File: config.mk
export PLATFORM = sky130hd
export DESIGN_NAME = ysyx_24100029_div
export DESIGN_NICKNAME = d
export VERILOG_FILES = /design/src/rtl/ysyx_24100029_div.sv
export SDC_FILE = /design/constraint.sdc
export NUM_CORES = 1
export LEC_CHECK = 0
export ABC_AREA = 1
export CAP_MARGIN = 20
export CELL_PAD_IN_SITES_DETAIL_PLACEMENT = 1
export CELL_PAD_IN_SITES_GLOBAL_PLACEMENT = 2
export CORE_MARGIN = 2
export CORE_UTILIZATION = 35
export CTS_CLUSTER_DIAMETER = 60
export DETAILED_ROUTE_END_ITERATION = 7
export MAX_ROUTING_LAYER = met4
export PLACE_DENSITY_LB_ADDON = 0.1
export REMOVE_ABC_BUFFERS = 1
export SLEW_MARGIN = 20
export SYNTH_ARGS = -nofsm -noshare
export SYNTH_HDL_FRONTEND = slang
export SYNTH_SLANG_ARGS = --single-unit
File: constraint.sdc
create_clock -name clk -period 9.66 [get_ports clk]
set_input_delay 2.415 -clock clk [delete_from_list [all_inputs] [get_ports clk]]
set_output_delay 2.415 -clock clk [all_outputs]
set_load 0.02 [all_outputs]
File: src/rtl/ysyx_24100029_div.sv
// Iterative RV32M divider (DIV/DIVU/REM/REMU): restoring division, one quotient bit per cycle.
// Divide-by-zero and signed overflow are resolved at issue and bypass the iteration.
module ysyx_24100029_div #(
  parameter int unsigned BW = 32
) (
  input  logic          clk,
  input  logic          rst,
  input  logic          in_valid,
  output logic          in_ready,
  input  logic [BW-1:0] dividend,
  input  logic [BW-1:0] divisor,
  input  logic [1:0]    op,
  input  logic          flush,
  output logic          out_valid,
  input  logic          out_ready,
  output logic [BW-1:0] result,
  output logic          busy
);

  localparam int unsigned CW = (BW > 1) ? $clog2(BW) : 1;
  localparam logic [BW-1:0] MIN_NEG = {1'b1, {(BW-1){1'b0}}};

  typedef enum logic [1:0] {IDLE, CALC, DONE} state_t;

  state_t        state;
  logic [1:0]    op_r;
  logic          neg_a;
  logic          neg_b;
  logic [BW-1:0] rem;
  logic [BW-1:0] quo;
  logic [BW-1:0] dvs;
  logic [CW-1:0] cnt;

  logic          in_signed;
  logic          a_neg;
  logic          b_neg;
  logic [BW-1:0] abs_a;
  logic [BW-1:0] abs_b;
  logic          div_zero;
  logic          ovf;
  logic [BW-1:0] special_res;
  logic [BW:0]   rem_sh;
  logic          ge;
  logic [BW-1:0] rem_n;
  logic [BW-1:0] quo_n;
  logic [BW-1:0] quo_fix;
  logic [BW-1:0] rem_fix;
  logic [BW-1:0] final_res;

  // Issue-side decode: operand magnitudes and the early-completion cases
  always_comb begin
    in_signed   = ~op[0];
    a_neg       = in_signed & dividend[BW-1];
    b_neg       = in_signed & divisor[BW-1];
    abs_a       = a_neg ? -dividend : dividend;
    abs_b       = b_neg ? -divisor : divisor;
    div_zero    = (divisor == '0);
    ovf         = in_signed && (dividend == MIN_NEG) && (divisor == '1);
    special_res = '0;
    if (div_zero) special_res = op[1] ? dividend : '1;
    else          special_res = op[1] ? '0 : MIN_NEG;
  end

  // One restoring step; the shifted remainder carries an extra top bit for the compare
  always_comb begin
    rem_sh    = {rem, quo[BW-1]};
    ge        = (rem_sh >= {1'b0, dvs});
    rem_n     = ge ? BW'(rem_sh - {1'b0, dvs}) : rem_sh[BW-1:0];
    quo_n     = {quo[BW-2:0], ge};
    quo_fix   = (~op_r[0] & (neg_a ^ neg_b)) ? -quo_n : quo_n;
    rem_fix   = (~op_r[0] & neg_a) ? -rem_n : rem_n;
    final_res = op_r[1] ? rem_fix : quo_fix;
  end

  always_ff @(posedge clk or posedge rst) begin
    if (rst) begin
      state  <= IDLE;
      op_r   <= '0;
      neg_a  <= 1'b0;
      neg_b  <= 1'b0;
      rem    <= '0;
      quo    <= '0;
      dvs    <= '0;
      cnt    <= '0;
      result <= '0;
    end else if (flush) begin
      state <= IDLE;
    end else begin
      case (state)
        IDLE: begin
          if (in_valid) begin
            op_r  <= op;
            neg_a <= a_neg;
            neg_b <= b_neg;
            cnt   <= CW'(BW - 1);
            if (div_zero || ovf) begin
              result <= special_res;
              state  <= DONE;
            end else begin
              rem   <= '0;
              quo   <= abs_a;
              dvs   <= abs_b;
              state <= CALC;
            end
          end
        end
        CALC: begin
          rem <= rem_n;
          quo <= quo_n;
          if (cnt == '0) begin
            result <= final_res;
            state  <= DONE;
          end else begin
            cnt <= cnt - 1'b1;
          end
        end
        DONE: begin
          if (out_ready) state <= IDLE;
        end
        default: state <= IDLE;
      endcase
    end
  end

  assign in_ready  = (state == IDLE);
  assign out_valid = (state == DONE);
  assign busy      = (state != IDLE);

endmodule

==> impl_metrics.tcl <==
set metrics [dict create \
    worstPathMaxFanout 55 \
    drv_slew 0 \
    finalSetupTns_ps 0 \
    num_antenna_cells 0 \
    ys_types 52 \
    tightest_slew_ps 1020 \
    setup_viol 0 \
    yosysSeqAreaShare_pct 27.0 \
    startpoint_type "primary input" \
    period_share_pct 59.6 \
    worst_clock_skew_ps 16.3 \
    powerDensity_nw_per_um2 349 \
    die_area_sq_um 38400 \
    crit_required_ps 9970 \
    core-area_sq_um 36400 \
    cp.arrival_ps 6070 \
    root_buffer "clkbuf_16" \
    drive_gt1_share_pct 6.01 \
    numCtsBuffers 17 \
    cts_tree "built" \
    ys.flop_type "dfrtp_1" \
    clock_sinks 139 \
    place_ws_ps 3470 \
    drt-initial-drc-count 950 \
    reg2reg_slack_ps 4600 \
    r2r_end "result[22]$_DFFE_PP0P_" \
    cts_buffer_depth 2 \
    end_kind "register" \
    p_leak_nw 7.40 \
    grt-ovfl-total 0 \
    crit_path_end "quo[25]$_DFFE_PP0P_" \
    cts_hold_buf 0 \
    grt_pass1_vias 14000 \
    vias_per_cell 5.21 \
    num_rows 70 \
    cts_max_level 4 \
    fmax_mhz 174 \
    crit_type "primary input to register" \
    wl_per_cell_um 19.1 \
    cts_resized 0 \
    cap_viol_max_count 0 \
    r2r_cells 32 \
    period_needed_ps 5750 \
    clk_latency_ps 450 \
    synth_area_leader_cell "dfrtp_1" \
    routabilityCongestion 0.878 \
    synth_common_cells "624 x nand2_1, 306 x inv_1, 191 x nor2_1" \
    dp_hpwl_um 39900 \
    vias 13900 \
    final_hold_viol_count 0 \
    synth.most_common_cell "nand2_1" \
    clk_pin_slew_ps 70 \
    synth-edff-count 0 \
    synthTopCellsByArea "dfrtp_1 27%, nand2_1 18%, inv_1 8.9%" \
    ir_worst_vdd_mv 0.224 \
    chipHeight_um 196 \
    drc 0 \
    drt-total-wl_um 51000 \
    grt_start_max_net_pins 75 \
    start_util_pct 35.4 \
    ant_nets 0 \
    worst_slack_ps 3910 \
    relSlewSlack_pct 32.3 \
    ys_seq_elements 139 \
    io_buffers 105 \
    rsz0062_at_grt "false" \
    drt_pre_antenna_iters 5 \
    hp-class "register to register" \
    yosys_warnings 0 \
    synth.cell_area_sq_um 12900 \
    syn_to_final_growth_pct 15.8 \
    nNetsFinal 2296 \
    antenna_found_initial 0 \
    n_fill_cell 4920 \
    cts_setup_buffers 0 \
    grt_pass1_wl_um 80300 \
    synthCells 2119 \
    outcome "finished, final reports clean" \
    grt_usage_pct 27.8 \
    die_x_um 196 \
    r2r_start "dvs[29]$_DFFE_PP0P_" \
    async_flop_share_pct 100 \
    pin_count 106 \
    syn_area_per_cell_sq_um 6.08 \
    synth_top_area_share_pct 27.0 \
    crit_start "dividend[24]" \
]
logic make-up after synthesis:
group	synth area share (%)
flip-flops	27.0
adder cells (fa/ha/maj)	3.94
XOR/XNOR	3.54
buffers and inverters	11.8
AO/OA/AOI/OAI	15.4
AND/OR/NAND/NOR	38.3
critical path: stages:
cell and delay [ps]:
clkdlybuf4s50_1 490, nor2_1 130, inv_1 80, nor3_1 360, nand3_1 280, nor3_1 390, nand4_1 130, nand2_1 150
nand2_1 70, nand3_1 80, buf_4 370, clkinv_1 390, buf_4 410, o211ai_1 170, o21ai_0 110
routing by layer:
layer	track usage, %	vias up	part of all wire [%]	wire (um)
met1	38.7	6735	50	25700
li1	-	6916	-	-
met3	2.51	28	2.6	1350
met5	-	-	0	0
met4	4.71	0	1.1	547
met2	44.5	214	46	23300
layout make-up:
cell class                      instances  area [sq um]  share of cell area (%)
Multi-Input combinational cell       1589          7910                    53.0
Inverter                              322          1210                    8.13
Clock buffer                           17           425                    2.85
Timing Repair Buffer                  116          1130                    7.60
Clock inverter                         14           173                    1.16
Sequential cell                       139          3480                    23.3
Tap cell                              468           586                    3.92
metrics by stage:
step	hold slack, ps	utilization (%)	instances	cell area (sq um)	total power [W]
floorplan	451	-	2050	12600	0.00330
global placement	462	39.3	2634	14300	0.00442
detailed placement	468	39.3	2634	14300	0.00449
CTS	485	40.9	2665	14900	0.00523
global route	493	40.9	2665	14900	0.00569
finish	478	40.9	2665	14900	0.00521
report_power, final:
part           leakage [nW]  internal [W]  switching [W]
sequential             1.77      0.000800       0.000190
clock                 0.277      0.000405       0.000300
combinational          5.35       0.00105        0.00246
total                  7.40       0.00226        0.00295
worst min-delay path by stage:
| stage | from | to | slack, ps | cells after the start |
|---|---|---|---|---|
| after floorplan | cnt[0]$_DFFE_PP0P_ | cnt[0]$_DFFE_PP0P_ | 450 | 1 |
| after global placement | result[25]$_DFFE_PP0P_ | result[25]$_DFFE_PP0P_ | 460 | 2 |
| after detailed placement | result[28]$_DFFE_PP0P_ | result[28]$_DFFE_PP0P_ | 470 | 2 |
| after CTS | result[28]$_DFFE_PP0P_ | result[28]$_DFFE_PP0P_ | 480 | 2 |
| after global routing | result[28]$_DFFE_PP0P_ | result[28]$_DFFE_PP0P_ | 490 | 2 |
| final | result[22]$_DFFE_PP0P_ | result[22]$_DFFE_PP0P_ | 480 | 2 |
placed cells by master (no fill, tap or decap), types with 14 or more instances in the layout:
| master | count |
|---|---|
| nor2_1 | 188 |
| o21bai_1 | 16 |
| nand3_1 | 173 |
| nor2_2 | 17 |
| nand4_1 | 32 |
| nand2_1 | 623 |
| nand2_2 | 27 |
| o211ai_1 | 14 |
| clkbuf_16 | 17 |
| nor3_1 | 29 |
| o21ai_0 | 184 |
| o22ai_1 | 19 |
| clkdlybuf4s50_1 | 105 |
| ha_1 | 39 |
| a21oi_1 | 89 |
| inv_1 | 305 |
| dfrtp_1 | 139 |
| xor2_1 | 40 |
registers in the layout, indices dropped and copies added (netlist names), 2 cells and up:
signal and flops:
result 32, quo 32, dvs 32, rem 32, state 2, cnt 5
op_r 2
(Power assumes the default switching activity.)
